**src/rtl/led_divider_bank.sv**
```systemverilog
// Bank of independent LED / clock-enable dividers with shadowed config.
// Each channel runs TOGGLE, PULSE or PWM from a synchronised enable.
module led_divider_bank #(
  parameter int CHANNELS    = 4,
  parameter int WIDTH       = 32,
  parameter int DEFAULT_DIV = 2**27-1,
  parameter int SYNC_STAGES = 2
) (
  input  logic                clk,
  input  logic                rst_n,
  input  logic [CHANNELS-1:0] en,
  input  logic                cfg_valid,
  output logic                cfg_ready,
  input  logic [3:0]          cfg_ch,
  input  logic [1:0]          cfg_mode,
  input  logic [WIDTH-1:0]    cfg_div,
  input  logic [WIDTH-1:0]    cfg_duty,
  output logic                cfg_err,
  output logic [CHANNELS-1:0] out,
  output logic [CHANNELS-1:0] tick
);

  typedef enum logic [1:0] {
    M_TOGGLE = 2'd0,
    M_PULSE  = 2'd1,
    M_PWM    = 2'd2,
    M_OFF    = 2'd3
  } mode_e;

  localparam logic [WIDTH-1:0] DEF_DIV = WIDTH'(DEFAULT_DIV);

  logic [CHANNELS-1:0] r_sync [SYNC_STAGES];
  logic [CHANNELS-1:0] w_pend;
  logic                w_xfer;
  logic                w_bad;
  logic                r_err;

  always_ff @(posedge clk or negedge rst_n) begin
    if (!rst_n) begin
      for (int s = 0; s < SYNC_STAGES; s++) begin
        r_sync[s] <= '0;
      end
    end else begin
      r_sync[0] <= en;
      for (int s = 1; s < SYNC_STAGES; s++) begin
        r_sync[s] <= r_sync[s-1];
      end
    end
  end

  assign cfg_ready = ~|w_pend;
  assign w_xfer    = cfg_valid & cfg_ready;
  assign w_bad     = int'(cfg_ch) >= CHANNELS;

  always_ff @(posedge clk or negedge rst_n) begin
    if (!rst_n) begin
      r_err <= 1'b0;
    end else begin
      r_err <= w_xfer & w_bad;
    end
  end

  assign cfg_err = r_err;

  for (genvar g = 0; g < CHANNELS; g++) begin : g_ch
    logic [WIDTH-1:0] r_cnt;
    logic [WIDTH-1:0] r_div;
    logic [WIDTH-1:0] r_duty;
    logic [WIDTH-1:0] r_sdiv;
    logic [WIDTH-1:0] r_sduty;
    mode_e            r_mode;
    mode_e            r_smode;
    logic             r_pend;
    logic             r_out;
    logic             r_tick;
    logic             w_en;
    logic             w_run;
    logic             w_tc;
    logic             w_sel;
    logic             w_apply;
    logic [WIDTH-1:0] w_cnt_nxt;
    logic             w_out_nxt;

    assign w_en  = r_sync[SYNC_STAGES-1][g];
    assign w_run = w_en && (r_mode != M_OFF);
    assign w_tc  = w_run && (r_cnt == r_div);
    assign w_sel = w_xfer && (cfg_ch == 4'(g));
    // Idle channels and moves into OFF take the shadow at once
    assign w_apply = r_pend &&
      (w_tc || !w_en || r_mode == M_OFF || r_smode == M_OFF);

    always_comb begin
      w_cnt_nxt = r_cnt;
      w_out_nxt = r_out;
      if (w_apply) begin
        w_cnt_nxt = '0;
        case (r_smode)
          M_TOGGLE: w_out_nxt = (r_mode == M_TOGGLE) ? (r_out ^ w_tc) : 1'b0;
          M_PULSE:  w_out_nxt = w_tc;
          M_PWM:    w_out_nxt = (r_sduty != '0);
          default:  w_out_nxt = 1'b0;
        endcase
      end else if (r_mode == M_OFF) begin
        w_cnt_nxt = '0;
        w_out_nxt = 1'b0;
      end else if (!w_en) begin
        if (r_mode == M_PULSE) begin
          w_out_nxt = 1'b0;
        end
      end else begin
        w_cnt_nxt = w_tc ? '0 : r_cnt + WIDTH'(1);
        case (r_mode)
          M_TOGGLE: w_out_nxt = r_out ^ w_tc;
          M_PULSE:  w_out_nxt = w_tc;
          M_PWM:    w_out_nxt = (w_cnt_nxt < r_duty);
          default:  w_out_nxt = 1'b0;
        endcase
      end
    end

    always_ff @(posedge clk or negedge rst_n) begin
      if (!rst_n) begin
        r_cnt   <= '0;
        r_div   <= DEF_DIV;
        r_duty  <= '0;
        r_mode  <= M_TOGGLE;
        r_sdiv  <= DEF_DIV;
        r_sduty <= '0;
        r_smode <= M_TOGGLE;
        r_pend  <= 1'b0;
        r_out   <= 1'b0;
        r_tick  <= 1'b0;
      end else begin
        r_cnt  <= w_cnt_nxt;
        r_out  <= w_out_nxt;
        r_tick <= w_tc;
        if (w_apply) begin
          r_div  <= r_sdiv;
          r_duty <= r_sduty;
          r_mode <= r_smode;
          r_pend <= 1'b0;
        end
        if (w_sel) begin
          r_sdiv  <= cfg_div;
          r_sduty <= cfg_duty;
          r_smode <= mode_e'(cfg_mode);
          r_pend  <= 1'b1;
        end
      end
    end

    assign w_pend[g] = r_pend;
    assign out[g]    = r_out;
    assign tick[g]   = r_tick;
  end

endmodule

```
**config.mk**
```make
export PLATFORM = sky130hd
export DESIGN_NAME = led_divider_bank
export DESIGN_NICKNAME = d
export VERILOG_FILES = /design/src/rtl/led_divider_bank.sv
export SDC_FILE = /design/constraint.sdc
export NUM_CORES = 1
export LEC_CHECK = 0
export ABC_CLOCK_PERIOD_IN_PS = 4100
export CORE_UTILIZATION = 60
export CTS_BUF_LIST = sky130_fd_sc_hd__clkbuf_16
export CTS_CLUSTER_DIAMETER = 100
export DETAILED_ROUTE_END_ITERATION = 16
export PLACE_DENSITY = 0.76
export SETUP_SLACK_MARGIN = 0.4
export SYNTH_ARGS = -nofsm -noshare
export SYNTH_HDL_FRONTEND = slang
export SYNTH_SLANG_ARGS = --single-unit
```
**constraint.sdc**
```tcl
create_clock -name clk -period 4.1 [get_ports clk]
set_input_delay 0.82 -clock clk [delete_from_list [all_inputs] [get_ports clk]]
set_output_delay 0.82 -clock clk [all_outputs]
set_load 0.01 [all_outputs]
```
==> flow_summary_export.csv, run 1 <==
group,metric,value,unit
placed_design,port_buffers,86,
job,drv_cap,0,
logic_synthesis,synth-adder-area-share,4.647,%
sta,fin_tns_setup,0,ns
logic_synthesis,synth-edff-count,0,
cts,clkSlewWorstSetupHoldPaths,0.06,ns
critical_path,r2r_start,"g_ch[1].r_div[20]$_DFFE_PN1P_",
pwr,ir_drop,0.4918,mV
critical_path,cp_data_arrival_time,4.16,ns
drt,firstDrtPassIters,6,
cells_and_area,fin_area,39650,µm²
critical_path,cp.required,4.65,ns
logic_synthesis,yosys.area_share.simple,9.570,%
logic_synthesis,synth_seq_cells,677,
placed_design,numPlacedInstances,3592,
logic_synthesis,synth_compound_area_share,6.742,%
sta,worst_slack,0.4844,ns
logic_synthesis,yosysWarnings,0,
placed_design,dp_slack,0.1208,ns
placed_design,place.gp.congestion,0.9717,
logic_synthesis,synth_xor_area_share,6.303,%
global_routing,grt_first_pass_wirelength,143500,µm
cells_and_area,drive_above_1_share,37.27,%
status,status,"finished, final reports clean",
pwr,cellLeakagePower,18.62,nW
cells_and_area,nets,3199,
critical_path,critPathLaunchType,"flip-flop",
logic_synthesis,syn_area,34460,µm²
cts,clockBufferDepth,3,
drt,wirelength,94430,µm
worst_hold_path,hp-class,"in -> async",
sta,hold_violations,0,
cts,root_buffer,"clkbuf_16",
logic_synthesis,postSynthCellCount,2841,
cts,insertion_delay,0.62,ns
global_routing,grt-ovfl-total,0,
logic_synthesis,seq_area_frac_synth,49.94,%
die,die_area,58400,µm²
die,start_util,60.88,%
placed_design,hpwl,63430,µm
cts,tritoncts.num_buffers,73,
pwr,cellPowerDensity,601.1,nW/µm²
cells_and_area,utilization,70.05,%
drt,vias_per_cell,6.132,
sta,rsz0062_at_grt,"yes",
cts,holdBufCountCts,0,
global_routing,grt_pass1_vias,23305,
drt,vias,23431,
sta,period_share,88.19,%
global_routing,antenna_found_initial,21,
logic_synthesis,syn_area_per_cell,12.13,µm²
critical_path,reg2reg_depth,17,
placed_design,placed_area,36110,µm²
global_routing,grt_max_degree,111,
critical_path,endpoint_kind,"flip-flop",
die,core_region_area,56600,µm²
critical_path,worstReg2RegEnd,"g_ch[1].r_out$_DFFE_PN0P_",
die,row_count,87,
logic_synthesis,synth_mux_area_share,18.63,%
cells_and_area,num-fill-cells,4016,
drt,route.detailed.drc,0,
logic_synthesis,syn-num-nets,3046,
cts,cts_tree,"done",
sta,slew_headroom,11.04,%
die,die_w,241.7,µm
cells_and_area,syn_to_final_growth,15.06,%
cts,cts.sinks,677,
sta,period_minus_slack,3.616,ns
sta,setup_violations,0,
drt,wire_per_inst,24.71,µm
cells_and_area,final_cells,3821,
drt,ant_nets,0,
drt,first_iter_violations,1971,
cts,h-tree-depth,3,
sta,drv_slew,0,
die,die_y,241.7,µm
logic_synthesis,synth_top_family_by_area,"multiplexers",
cells_and_area,seq_area,17260,µm²
die,io_pins,87,
sta,fin_worst_skew,0.02742,ns
logic_synthesis,async_reset_ff_share,100.0,%
sta,fmax,276.6,MHz
global_routing,grtUsageTotal,32.34,%
critical_path,critical_path.max_fanout,8,
sta,worstMarginPinSlew,1.329,ns
critical_path,worstSetupPathType,"reg -> reg",
cells_and_area,multi_input_comb_area,16330,µm²
logic_synthesis,ys_types,76,
logic_synthesis,synth_flop_cell,"dfrtp_1",
critical_path,ff2ff_setup_slack,0.48,ns
[cell usage after synthesis, types with 46 or more instances]
library cell	number	area, µm²
xnor2_1	67	586.8
mux2_4	105	1577
o21ai_0	58	290.3
nand4_1	64	400.4
buf_2	71	355.3
a22o_1	74	648.1
dfrtp_1	461	11540
a21oi_1	70	350.3
xor2_1	181	1585
dfstp_2	216	5675
nor4_1	73	456.7
inv_1	166	623.1
nand3_1	55	275.3
mux2_2	423	4763
nor2_1	165	619.3
ha_1	128	1602
a21o_1	46	345.3
nand2_1	93	349.1
[metal layers]
metal  part of all wire, %  GRT usage (%)
met1                    43          45.95
met2                    45          47.73
met3                   8.3          7.669
met4                   4.1          13.35
met5                 0.024              0
[layout by cell type (no fill, tap or decap), drive strengths merged, types with 24 or more instances in the layout]
| master | Yosys | layout |
|---|---|---|
| buf | 118 | 133 |
| nand2 | 94 | 94 |
| nor4 | 82 | 82 |
| a21o | 46 | 46 |
| ha | 128 | 128 |
| dfrtp | 461 | 461 |
| and3 | 34 | 34 |
| xnor2 | 67 | 67 |
| xor2 | 181 | 181 |
| a21oi | 71 | 71 |
| dfstp | 216 | 216 |
| mux2 | 528 | 528 |
| inv | 166 | 192 |
| nor2 | 168 | 168 |
| nor3 | 25 | 25 |
| nand4 | 70 | 70 |
| o21ai | 66 | 66 |
| clkbuf | 26 | 81 |
| clkdlybuf4s50 | 0 | 85 |
| nand3 | 57 | 57 |
| clkinv | 0 | 24 |
| a22o | 74 | 74 |
[logic make-up after synthesis]
family / after synthesis
AOI/OAI and AO/OA: 335
xor gates and xnor gates: 248
adders and majority gates: 128
buffers and inverters: 310
DFF: 677
muxes: 536
and+or+nand+nor: 607
[repair_timing]
action	in CTS	in global routing
endpoints found under the hold margin	0	0
setup buffers	7	72
endpoints found under the setup margin	4	4
gates resized for setup	26	119
cloned	0	4
pin swaps	7	63
[where the power goes]
group          leakage [nW]  internal [mW]  switching [mW]
logic                  9.22           3.47            3.08
registers              8.20           9.28            1.70
clock network          1.19           3.58            2.73
total                  18.6           16.3            7.51
[sequential cells by signal, summed over array words and instances (netlist names)]
name / flops
g_ch.r_duty: 128
r_sync: 4
g_ch.r_out: 4
g_ch.r_sduty: 128
g_ch.r_smode: 8
cfg_err: 1
g_ch.w_en: 4
g_ch.r_sdiv: 128
g_ch.r_div: 128
g_ch.r_tick: 4
g_ch.r_cnt: 128
g_ch.r_mode: 8
g_ch.r_pend: 4
[worst max-delay path, stage by stage, from the launching register on]
cell	delay (ns)
dfstp_2	0.55
xor2_2	0.09
nor4_4	0.34
nand4_1	0.24
nor3_4	0.27
buf_6	0.17
buf_12	0.12
buf_8	0.13
buf_4	0.11
nor2_1	0.05
ha_1	0.18
a21o_1	0.15
a21o_1	0.19
a21oi_2	0.19
o31ai_4	0.09
or3_4	0.38
o221ai_2	0.17
a22o_1	0.14
[how the worst max path moves through the flow]
stage,from,end,depth (start not counted),slack (ns)
after global routing,g_ch[2].r_cnt[2]$_DFFE_PN0P_,g_ch[2].r_out$_DFFE_PN0P_,15,0.29
final,g_ch[1].r_div[20]$_DFFE_PN1P_,g_ch[1].r_out$_DFFE_PN0P_,17,0.48
after floorplan,g_ch[1].r_cnt[3]$_DFFE_PN0P_,g_ch[1].r_out$_DFFE_PN0P_,16,0.55
after detailed placement,g_ch[1].r_cnt[24]$_DFFE_PN0P_,g_ch[1].r_out$_DFFE_PN0P_,14,0.12
after global placement,g_ch[1].r_cnt[24]$_DFFE_PN0P_,g_ch[1].r_out$_DFFE_PN0P_,14,0.19
after CTS,g_ch[1].r_cnt[1]$_DFFE_PN0P_,g_ch[1].r_out$_DFFE_PN0P_,16,0.38
[stage by stage]
| stage | hold WS [ns] | power, mW |
|---|---|---|
| final | 0.2246 | 23.83 |
| after global routing | 0.2560 | 25.04 |
| after CTS | 0.2445 | 23.46 |
| after detailed placement | 0.3402 | 16.99 |
| after global placement | 0.3327 | 16.66 |
| after floorplan | 0.3312 | 14.90 |
[layout make-up]
type / instances / area share (%)
clock buffers: 77 / 4.859
clock inverters: 57 / 0.8583
multi-input cells: 1854 / 41.17
inverters: 166 / 1.571
well taps: 756 / 2.385
flip-flops and latches: 677 / 43.54
diodes: 12 / 0.07573
repair buffers: 222 / 5.538
Power figures use the tool's default switching activity.
==> run 2: changes to the inputs <==
--- a/config.mk
+++ b/config.mk
@@ -9,6 +9,7 @@
 export CORE_UTILIZATION = 60
 export CTS_BUF_LIST = sky130_fd_sc_hd__clkbuf_16
 export CTS_CLUSTER_DIAMETER = 100
+export CTS_CLUSTER_SIZE = 20
 export DETAILED_ROUTE_END_ITERATION = 16
 export PLACE_DENSITY = 0.76
 export SETUP_SLACK_MARGIN = 0.4
==> run 2 against run 1 <==
Hold slack got worse by 0.0031 ns. Clock skew decreased by 0.0045 ns. Wire length decreased by 2.5%. Utilization decreased by 2.4 points. Count of clock-buffer cells in the layout decreased by 36. Largest power group unchanged. Highest routed layer unchanged.
==> flow_summary_export.csv, run 2 (synthesis results as in run 1) <==
group,metric,value,unit
status,status,"finished, final reports clean",
cts,holdBufCountCts,0,
critical_path,reg2reg_depth,15,
placed_design,place.gp.congestion,0.9717,
global_routing,busiest_layer,"met2",
sta,rsz0062_at_grt,"yes",
global_routing,grt_max_degree,111,
cts,cts.sinks,677,
drt,firstDrtPassIters,6,
die,die_y,241.7,µm
die,die_w,241.7,µm
cells_and_area,final_cell_mix,"mux2_2 (423), dfrtp_1 (421), dfstp_2 (216)",
global_routing,grtUsageTotal,31.53,%
critical_path,cp_data_arrival_time,4.17,ns
critical_path,ff2ff_setup_slack,0.38,ns
job,drv_cap,0,
cts,root_buffer,"clkbuf_16",
cells_and_area,final_common_cell,"mux2_2",
global_routing,use_met3,7.336,%
cts,insertion_delay,0.60,ns
global_routing,use_met2,47.06,%
drt,vias_per_cell,6.173,
drt,route.detailed.drc,0,
pwr,cellPowerDensity,559.6,nW/µm²
placed_design,hpwl,63430,µm
global_routing,grt-ovfl-total,0,
cells_and_area,nets,3144,
sta,slew_headroom,11.11,%
critical_path,critPathLaunchType,"flip-flop",
cells_and_area,num-fill-cells,4204,
drt,first_iter_violations,1958,
sta,hold_violations,0,
critical_path,worstSetupPathType,"reg -> reg",
cells_and_area,drive_above_1_share,35.58,%
pwr,ir_drop,0.3516,mV
sta,fin_tns_setup,0,ns
worst_hold_path,hp-class,"in -> async",
global_routing,met1_usage,45.23,%
sta,fmax,268.9,MHz
drt,ant_nets,0,
pwr,cellLeakagePower,17.97,nW
drt,vias,23049,
cts,clockBufferDepth,3,
critical_path,critical_path.max_fanout,6,
sta,fin_worst_skew,0.02294,ns
placed_design,dp_slack,0.1208,ns
cts,tritoncts.num_buffers,39,
die,row_count,87,
sta,drv_slew,0,
sta,whs,0.2215,ns
drt,wire_per_inst,24.66,µm
sta,worst_slack,0.3808,ns
sta,setup_violations,0,
drt,wirelength,92090,µm
critical_path,cp.required,4.55,ns
global_routing,grt_first_pass_wirelength,140300,µm
global_routing,grt_pass1_vias,22881,
global_routing,antenna_found_initial,20,
cts,h-tree-depth,2,
critical_path,endpoint_kind,"flip-flop",
die,die_area,58400,µm²
die,start_util,60.88,%
die,core_region_area,56600,µm²
cts,clkSlewWorstSetupHoldPaths,0.09,ns
cells_and_area,syn_to_final_growth,11.19,%
cts,cts_tree,"done",
sta,period_share,90.71,%
placed_design,port_buffers,86,
die,io_pins,87,
sta,period_minus_slack,3.719,ns
sta,worstMarginPinSlew,1.328,ns
## run 2: changes by cell type in the layout (fill, tap and decap cells not counted), sizes merged
cell,change
clkbuf,-37
clkinv,-23
buf,-20
clkinvlp,-4
bufinv,-3
diode,-2
inv,+2
## run 2: repair_timing
action / CTS / global route
gates cloned: 0 / 3
buffers inserted: 8 / 51
pin swaps: 7 / 64
hold endpoints to repair: 0 / 0
endpoints found under the setup margin: 4 / 4
gates resized for setup: 25 / 111
## run 2: metrics by stage
step | power (mW) | instances | area, µm² | util (%)
after floorplan | 14.90 | 2841 | 34460 | -
after global placement | 16.66 | 3592 | 36110 | 63.80
after detailed placement | 16.99 | 3592 | 36110 | 63.80
after CTS | 21.13 | 3670 | 37400 | 66.08
after global routing | 22.63 | 3726 | 38300 | 67.66
final | 21.44 | 3734 | 38320 | 67.70
## run 2: path summary, 6_finish.rpt
path	from	to
min in group clk	r_sync[5]$_DFF_PN0_	g_ch[1].w_en$_DFF_PN0_
min reg2reg	r_sync[5]$_DFF_PN0_	g_ch[1].w_en$_DFF_PN0_
min	rst_n	g_ch[1].r_cnt[20]$_DFFE_PN0P_
max reg2reg	g_ch[2].r_cnt[16]$_DFFE_PN0P_	g_ch[2].r_out$_DFFE_PN0P_
max in group asynchronous	rst_n	g_ch[0].r_duty[23]$_DFFE_PN0P_
max	g_ch[2].r_cnt[16]$_DFFE_PN0P_	g_ch[2].r_out$_DFFE_PN0P_
## run 2: area by class of cell
cell class / count / area, µm² / area share [%]
Inverter: 166 / 623.1 / 1.626
Multi-Input combinational cell: 1854 / 16280 / 42.49
Clock buffer: 41 / 1026 / 2.677
Tap cell: 756 / 945.9 / 2.468
Antenna cell: 10 / 25.02 / 0.06530
Timing Repair Buffer: 201 / 2046 / 5.339
Sequential cell: 677 / 17260 / 45.05
Clock inverter: 29 / 110.1 / 0.2873
## run 2: routing by layer
metal / vias to the layer above / wire length, µm
li1: 10242 / -
met1: 11778 / 39630
met2: 889 / 40910
met3: 136 / 8000
met4: 4 / 3528
met5: - / 21
## run 2: worst max-delay path, cell delays in order (launching register included)
cell	delay [ns]
dfrtp_1	0.48
and4_1	0.25
and2_1	0.19
nand4_1	0.29
nor2_2	0.26
nand4_1	0.20
xnor2_1	0.25
nor2_1	0.07
ha_1	0.29
nand4_1	0.14
o311ai_1	0.36
a21oi_1	0.10
o21ai_2	0.11
a2111oi_2	0.09
a311oi_1	0.36
o211ai_1	0.13
## run 2: power breakdown
| group | internal [mW] | switching [mW] |
|---|---|---|
| sequential | 9.26 | 1.69 |
| combinational | 3.43 | 3.02 |
| clock | 1.82 | 2.23 |
| total | 14.5 | 6.94 |
